<file path="config.mk">
export PLATFORM = sky130hd
export DESIGN_NAME = stream_rr_arbiter
export DESIGN_NICKNAME = d
export VERILOG_FILES = /design/src/rtl/stream_rr_arbiter.sv
export SDC_FILE = /design/constraint.sdc
export NUM_CORES = 1
export LEC_CHECK = 0
export CAP_MARGIN = 20
export CORE_ASPECT_RATIO = 0.75
export CORE_MARGIN = 2
export CORE_UTILIZATION = 41
export CTS_CLUSTER_DIAMETER = 60
export DETAILED_ROUTE_END_ITERATION = 7
export GPL_TIMING_DRIVEN = 0
export PLACE_DENSITY = 0.87
export SLEW_MARGIN = 30
export SYNTH_ARGS = -nofsm -noshare
export SYNTH_HDL_FRONTEND = slang
export SYNTH_SLANG_ARGS = --single-unit
</file>
<file path="constraint.sdc">
create_clock -name clk -period 7.94 [get_ports clk]
set_clock_uncertainty 0.05 [all_clocks]
set_input_delay 1.985 -clock clk [delete_from_list [all_inputs] [get_ports clk]]
set_output_delay 1.985 -clock clk [all_outputs]
set_load 0.01 [all_outputs]
</file>
<file path="src/rtl/stream_rr_arbiter.sv">
// N-channel round-robin stream arbiter feeding a single FIFO write port.
// Define ARB_BURST_LOCK_EN to hold each grant for up to BURST_LEN beats; otherwise grants rotate per beat.
module stream_rr_arbiter #(
    parameter  int NUM_CH    = 4,
    parameter  int DW        = 32,
    parameter  int PW        = 8,
    parameter  int BURST_LEN = 16,
    localparam int SW        = $clog2(NUM_CH)
) (
    input  logic                 clk,
    input  logic                 rst_n,
    input  logic [2*NUM_CH-1:0]  slv_mode,
    input  logic [DW*NUM_CH-1:0] slv_data,
    input  logic [NUM_CH-1:0]    slv_data_valid,
    input  logic [PW*NUM_CH-1:0] slv_proc_val,
    output logic [NUM_CH-1:0]    slv_ready,
    input  logic                 fifo_full,
    input  logic                 mstr_cmplt,
    output logic [1:0]           slvx_mode,
    output logic [DW-1:0]        slvx_data,
    output logic [PW-1:0]        slvx_proc_val,
    output logic                 slvx_data_valid,
    output logic [SW-1:0]        data_source
);

    if (NUM_CH < 2 || BURST_LEN < 1) begin : g_param_check
        $error("stream_rr_arbiter: NUM_CH must be >= 2 and BURST_LEN >= 1");
    end

    typedef enum logic {IDLE, GRANT} state_t;

    state_t             state, state_nxt;
    logic [SW-1:0]      gnt, gnt_nxt, last, last_nxt;
    logic [NUM_CH-1:0]  elig;
    logic               can_acc, any_elig, xfer, burst_done, release_gnt;
    logic [1:0]         gnt_mode;
    logic               gnt_valid;
    logic [DW-1:0]      gnt_data;
    logic [PW-1:0]      gnt_proc;
    logic [SW-1:0]      pick_last, pick_gnt;

    // First requester strictly after base, wrapping; base itself is checked last.
    function automatic logic [SW-1:0] rr_pick(input logic [NUM_CH-1:0] req,
                                              input logic [SW-1:0] base);
        logic [SW-1:0] sel;
        logic [SW-1:0] pos;
        logic          found;
        sel   = '0;
        found = 1'b0;
        for (int unsigned k = 1; k <= NUM_CH; k++) begin
            pos = SW'((32'(base) + k) % NUM_CH);
            if (!found && req[pos]) begin
                sel   = pos;
                found = 1'b1;
            end
        end
        return sel;
    endfunction

    assign can_acc   = ~fifo_full & ~mstr_cmplt;
    assign any_elig  = |elig;
    assign pick_last = rr_pick(elig, last);
    assign pick_gnt  = rr_pick(elig, gnt);
    assign xfer      = |(slv_ready & slv_data_valid);

    always_comb begin
        elig      = '0;
        slv_ready = '0;
        gnt_mode  = '0;
        gnt_valid = 1'b0;
        gnt_data  = '0;
        gnt_proc  = '0;
        for (int unsigned i = 0; i < NUM_CH; i++) begin
            elig[i]      = (slv_mode[2*i +: 2] != 2'b00) && slv_data_valid[i];
            slv_ready[i] = (state == GRANT) && (gnt == SW'(i)) &&
                           (slv_mode[2*i +: 2] != 2'b00) && can_acc;
            if (gnt == SW'(i)) begin
                gnt_mode  = slv_mode[2*i +: 2];
                gnt_valid = slv_data_valid[i];
                gnt_data  = slv_data[DW*i +: DW];
                gnt_proc  = slv_proc_val[PW*i +: PW];
            end
        end
    end

`ifdef ARB_BURST_LOCK_EN
    localparam int CW = $clog2(BURST_LEN + 1);
    logic [CW-1:0] cnt, cnt_nxt;
    assign burst_done = xfer && ((cnt + 1'b1) == CW'(BURST_LEN));
`else
    assign burst_done = xfer;
`endif

    // A stall blocks the low-valid release, but a dropped mode always releases.
    assign release_gnt = (gnt_mode == 2'b00) || (!gnt_valid && can_acc) || burst_done;

    always_comb begin
        state_nxt = state;
        gnt_nxt   = gnt;
        last_nxt  = last;
`ifdef ARB_BURST_LOCK_EN
        cnt_nxt   = cnt;
`endif
        case (state)
            IDLE: begin
                if (any_elig && can_acc) begin
                    gnt_nxt   = pick_last;
                    state_nxt = GRANT;
`ifdef ARB_BURST_LOCK_EN
                    cnt_nxt   = '0;
`endif
                end
            end
            GRANT: begin
`ifdef ARB_BURST_LOCK_EN
                if (xfer) cnt_nxt = cnt + 1'b1;
`endif
                if (release_gnt) begin
                    last_nxt = gnt;
                    if (any_elig && can_acc) begin
                        gnt_nxt = pick_gnt;
`ifdef ARB_BURST_LOCK_EN
                        cnt_nxt = '0;
`endif
                    end else begin
                        state_nxt = IDLE;
                    end
                end
            end
            default: state_nxt = IDLE;
        endcase
    end

    always_ff @(posedge clk or negedge rst_n) begin
        if (!rst_n) begin
            state <= IDLE;
            gnt   <= '0;
            last  <= SW'(NUM_CH - 1);
`ifdef ARB_BURST_LOCK_EN
            cnt   <= '0;
`endif
        end else begin
            state <= state_nxt;
            gnt   <= gnt_nxt;
            last  <= last_nxt;
`ifdef ARB_BURST_LOCK_EN
            cnt   <= cnt_nxt;
`endif
        end
    end

    always_ff @(posedge clk or negedge rst_n) begin
        if (!rst_n) begin
            slvx_mode       <= '0;
            slvx_data       <= '0;
            slvx_proc_val   <= '0;
            slvx_data_valid <= 1'b0;
            data_source     <= '0;
        end else begin
            slvx_data_valid <= xfer;
            if (xfer) begin
                slvx_mode     <= gnt_mode;
                slvx_data     <= gnt_data;
                slvx_proc_val <= gnt_proc;
                data_source   <= gnt;
            end
        end
    end

endmodule

</file>
==> run summary, run 1 <==
Post-CTS Setup Bufs: 0
Post-route cell area: 6320 um^2
Largest net degree at the start of global routing: 51
Most common cell after layout, fill and taps aside: clkdlybuf4s50_1
Max Cap Viol: 0
Pwr/cell area: 336 nW/um^2
Max Freq: 0.172 GHz
Worst EP arrival: 3770 ps
Crit. End Element: output pin
Yosys cell types: 46
DRT iter0 DRCs: 399
RSZ-0062 raised after global routing: no
Max rail drop VDD: 174 uV
Die width: 115 um
R2R setup slack: 4680 ps
Main synth FF type: dfrtp_1
Final hold vios: 0
Placed cell areas: 6150 um^2
Syn Nets: 655
# DRC: 0
Layout cells sized above 1: 2.83%
Synthesized area per cell: 7.93 um^2
Min Hold Slack: 434 ps
EDFF count, synth: 0
Area Growth Syn to Fin: 67.7%
Top-area cell type share of the netlist area: 31.9%
Hold Path Cell Cnt: 2
First-pass GRT wire length: 23.5 mm
Initial Utilization: 42.0%
Worst Slack Setup Final: 2130 ps
Cell row count: 30
Storage cell area: 1250 um^2
Final Power: 2.12 mW
Synth area leaders: dfrtp_1 32%, nor2b_1 13%, a221oi_1 10%
Leak Pwr: 2.46 nW
CTS tree: yes
I/O pin cnt: 225
Die height: 87 um
Status: completed
Cts bufs inserted: 5
Setup WS pre-CTS: 2130 ps
# setup viols final: 0
Cell taking the most area after synthesis: dfrtp_1
WP data required: 5910 ps
Fraction of registers with async set/reset: 100%
Worst flop-to-flop path endpoint: last[1]$_DFFE_PN1P_
Maximum root-to-sink buffer count: 2
WL final: 15.2 mm
Sink Count: 50
Fin crit share: 73.1%
Register area share after synthesis: 33.3%
Commonest non-fill, non-tap cells in the layout: 223 x clkdlybuf4s50_1, 79 x nor2b_1, 48 x dfrtp_1
Slew @ Worst Pin: 813 ps
Core area: 8970 um^2
CP max FO: 6
Final Max Slew Viols: 0
Clock root buffer master: clkbuf_16
Crit path time final: 5810 ps
Worst hold path type: reg2reg
# hold bufs at CTS: 0
Ant. Diodes: 0
Setup TNS Final: 0 ps
Number of global-route vias before repair: 4720
FF-to-FF Start: gnt[0]$_DFFE_PN0P_
Remaining Overflow, GRT: 0
H-tree depth: 2
Hold EP: slvx_data[0]$_DFFE_PN0P_
Synth Warn #: 0
Worst hold start: slvx_data[0]$_DFFE_PN0P_
# port buffers: 224
Resized cells post-CTS: 0
Reg clk slew, reported paths: 70 ps
Final nets: 886
Drt pass-1 iters: 5
Antenna Nets Post-Route: 0
Routed len/inst: 18.6 um
Cell area after synthesis: 3770 um^2
Post-Synthesis Cells: 475
GP Congestion: 0.876
Crit path kind: in2out
CP Launch Type: primary input
Die Footprint: 9980 um^2
Vias per Instance: 5.86
Area occupied by multi-input gates: 2290 um^2
Via Count: 4799
Fill cells: 705
R2R cell count: 9
Synth Register Bits: 50
Tot GR Track Use: 29.7%
Max_slew headroom: 45.6%
Initial antenna violation count: 0
Worst-Skew Late Latency: 290 ps
Final HPWL from detailed placement: 11.6 mm
where the power goes:
group	switching [mW]	total, mW	leakage, nW	internal [mW]
Clock	0.0988	0.248	0.0842	0.149
Sequential	0.0803	0.463	0.636	0.383
Combinational	0.772	1.41	1.74	0.641
Yosys cell counts (all sizes together) (2+ instances only):
| cell | number |
|---|---|
| nor2b | 79 |
| dfrtp | 48 |
| o21ai | 48 |
| a221oi | 46 |
| a21oi | 45 |
| nand2 | 45 |
| nor3 | 44 |
| clkbuf | 34 |
| buf | 13 |
| inv | 9 |
| mux2i | 6 |
| o211ai | 5 |
| ha | 4 |
| o211a | 4 |
| o21a | 4 |
| nand3b | 3 |
| nand4 | 3 |
| nor2 | 3 |
| o31ai | 3 |
| a2111oi | 2 |
| a22o | 2 |
| a31oi | 2 |
| dfstp | 2 |
| mux2 | 2 |
| nand3 | 2 |
| nor4 | 2 |
worst max-delay path by stage:
stage	startpoint	end	slack, ps	cells past startpoint
final	mstr_cmplt	slv_ready[0]	2130	4
after global routing	mstr_cmplt	slv_ready[0]	2060	4
after detailed placement	mstr_cmplt	slv_ready[0]	2130	4
after global placement	mstr_cmplt	slv_ready[0]	2150	4
after floorplan	mstr_cmplt	slv_ready[0]	3250	2
after CTS	mstr_cmplt	slv_ready[0]	2130	4
critical path, stage by stage:
cell and delay [ps]:
clkdlybuf4s50_1 450, nor3b_2 480, o211a_1 300, clkdlybuf4s50_1 560
cell type report:
type	instances	area share, %
Inverter	10	0.594
Clock buffer	5	1.98
Timing Repair Buffer	224	35.5
Sequential cell	50	19.8
Buffer	47	2.87
Clock inverter	3	0.693
Multi-Input combinational cell	368	36.3
Tap cell	112	2.22
metal layers:
metal	vias up	global-route usage (%)	part of all wire, %
li1	2219	-	-
met2	247	50.4	47
met1	2310	38.7	44
met4	0	8.20	1.7
met5	-	0	0
met3	23	6.19	7.9
state kept, by name, summed over array words and instances, names as in the netlist:
name	cells
gnt	2
last	2
slvx_mode	2
state	1
slvx_proc_val	8
slvx_data	32
data_source	2
slvx_data_valid	1
logic make-up (layout without fill, tap and decap cells):
group / Yosys count / count (layout) / share of synthesized area [%]
and+or+nand+nor: 186 / 186 / 26.5
AOI/OAI and AO/OA: 169 / 169 / 30.3
DFF: 50 / 50 / 33.3
muxes: 9 / 9 / 2.79
adders and majority gates: 4 / 4 / 1.33
buffers and inverters: 57 / 289 / 5.81
through the flow:
stage | std cells | util, %
floorplan | 475 | -
global placement | 811 | 68.5
detailed placement | 811 | 68.5
CTS | 819 | 70.4
global route | 819 | 70.4
finish | 819 | 70.4
Power figures use the tool's default switching activity.
==> run 2, diff against run 1 <==
- CORE_UTILIZATION: 41 -> 35
- PLACE_DENSITY: 0.87 -> 0.79
- clock period: 7.94 -> 4.73 ns (I/O delays scaled with it)
==> run summary, run 2 (same netlist as run 1, synthesis figures left out) <==
Status: completed
Initial Utilization: 36.3% (-5.7 points)
Final nets: 886 (unchanged)
Reg clk slew, reported paths: 60 ps (about the same)
Placed cell count: 835 (+3.0%)
GP Congestion: 0.925 (+5.7%)
Crit. End Element: output pin
WP data required: 3500 ps (-2410 ps)
Ant. Diodes: 0 (unchanged)
Final Max Slew Viols: 0 (unchanged)
Finished Layout Cells: 842 (+2.8%)
Layout cells sized above 1: 2.97% (+0.15 points)
Most flop-heavy register: slvx_data
Max Freq: 0.221 GHz
Crit path kind: reg2out
Final HPWL from detailed placement: 12.2 mm (+5.5%)
Max rail drop VDD: 211 uV (+21%)
Buf+Inv Stages, Crit Path: 5 (+3)
Max_slew headroom: 46.0% (+0.40 points)
Commonest non-fill, non-tap cells in the layout: 223 x clkdlybuf4s50_1, 79 x nor2b_1, 48 x dfrtp_1
Routed len/inst: 18.6 um (+0.18%)
Die width: 124 um (+7.9%)
Worst EP arrival: 3300 ps (-470 ps)
Resized cells post-CTS: 0 (unchanged)
Via Count: 4716 (-1.7%)
FF-to-FF Start: gnt[0]$_DFFE_PN0P_
Hold Path Cell Cnt: 2 (unchanged)
WL final: 15.7 mm (+3.0%)
RSZ-0062 raised after global routing: no
Final hold vios: 0 (unchanged)
Crit path max-delay family: buffers and inverters
Area Growth Syn to Fin: 68.6%
First-pass GRT wire length: 23.1 mm (-1.6%)
Number of global-route vias before repair: 4613 (-2.3%)
Leak Pwr: 2.47 nW (+0.21%)
# DRC: 0 (unchanged)
Worst hold path type: reg2reg
CP Cell Sequence: clkinv_1, ha_1, clkbuf_1, buf_1, clkbuf_2, o211a_1, clkdlybuf4s50_1
Clock root buffer master: clkbuf_16
CP Launch Type: flop
Maximum root-to-sink buffer count: 2 (unchanged)
R2R setup slack: 1450 ps (-3230 ps)
Cell row count: 32 (+6.7%)
Hold EP: data_source[1]$_DFFE_PN0P_
I/O pin cnt: 225 (unchanged)
Largest net degree at the start of global routing: 51 (unchanged)
Worst path max stage delay: 530 ps (-30 ps)
Max Cap Viol: 0 (unchanged)
# port buffers: 224 (unchanged)
Die Footprint: 11600 um^2 (+16%)
CP max FO: 10 (+4)
Initial antenna violation count: 0 (unchanged)
Most common cell after layout, fill and taps aside: clkdlybuf4s50_1
Highest-delay cell along the critical path: clkdlybuf4s50_1
Fin crit share: 95.8%
Core area: 10400 um^2 (+16%)
Sink Count: 50 (unchanged)
Top Registers: slvx_data x32, slvx_proc_val x8
Remaining Overflow, GRT: 0 (unchanged)
Worst hold start: data_source[1]$_DFFE_PN0P_
Antenna Nets Post-Route: 0 (unchanged)
Slew @ Worst Pin: 807 ps (-5.97 ps)
Tot GR Track Use: 25.7% (-4.0 points)
CTS tree: yes
DRT iter0 DRCs: 281 (-30%)
# hold bufs at CTS: 0 (unchanged)
Vias per Instance: 5.60 (-4.4%)
Max reg flops: 32 (unchanged)
Pwr/cell area: 563 nW/um^2 (+67%)
Die height: 93.8 um (+7.9%)
Setup TNS Final: 0 ps (unchanged)
Cts bufs inserted: 5 (unchanged)
# setup viols final: 0 (unchanged)
R2R cell count: 9 (unchanged)
Crit path time final: 4530 ps
Worst flop-to-flop path endpoint: last[0]$_DFFE_PN1P_
Worst-Skew Late Latency: 280 ps (about the same)
Post-CTS Setup Bufs: 0 (unchanged)
H-tree depth: 2 (unchanged)
Drt pass-1 iters: 5 (unchanged)
[run 2: changes by cell type in the layout (fill, tap and decap cells not counted), sizes merged]
cell / change
clkbuf: +2
inv: -1
buf: -1
clkinv: -1
[run 2: final cells by class]
type                       count  area [um^2]
clock buffer                   6          139
clock inverter                 1         30.0
tap                          136          170
multi-input combinational    368         2290
buffer                        47          184
timing repair buffer         224         2240
inverter                      10         37.5
fill                         906         4020
sequential                    50         1250
[run 2: worst max-delay path by stage]
stage / endpoint / cells past startpoint / from / slack [ps]
floorplan: slv_ready[2] / 7 / gnt[0]$_DFFE_PN0P_ / 1620
global placement: slv_ready[1] / 7 / gnt[1]$_DFFE_PN0P_ / 400
detailed placement: slv_ready[1] / 7 / gnt[1]$_DFFE_PN0P_ / 300
CTS: slv_ready[1] / 7 / gnt[1]$_DFFE_PN0P_ / 5
global route: slv_ready[1] / 7 / gnt[1]$_DFFE_PN0P_ / 40
finish: slv_ready[1] / 7 / gnt[1]$_DFFE_PN0P_ / 200
[run 2: layer usage]
| metal | vias to the layer above | global-route usage (%) | share of wire (%) |
|---|---|---|---|
| li1 | 2216 | - | - |
| met2 | 243 | 44.5 | 48 |
| met1 | 2232 | 31.6 | 40 |
| met5 | - | 0 | 0 |
| met4 | 0 | 7.86 | 2.2 |
| met3 | 25 | 6.01 | 9.6 |
[run 2: through the flow]
stage               cell area (um^2)  worst slack [ps]  power (mW)  utilization (%)  hold WS, ps
floorplan                       3770              1620        2.13                -          464
global placement                6180               399        3.07             59.6          412
detailed placement              6180               298        3.15             59.6          420
CTS                             6340              5.21        3.57             61.2          436
global route                    6350              44.8        3.87             61.2          459
finish                          6350               199        3.57             61.2          432
[run 2: report_power, final]
part,internal [mW],total [mW],switching [mW]
Clock,0.261,0.412,0.150
Combinational,1.08,2.38,1.30
Sequential,0.643,0.781,0.138
[run 2: tightest hold or removal path, stage by stage (launching register included)]
cell and delay [ps]:
dfrtp_1 340, nand2_1 40, o21ai_0 60
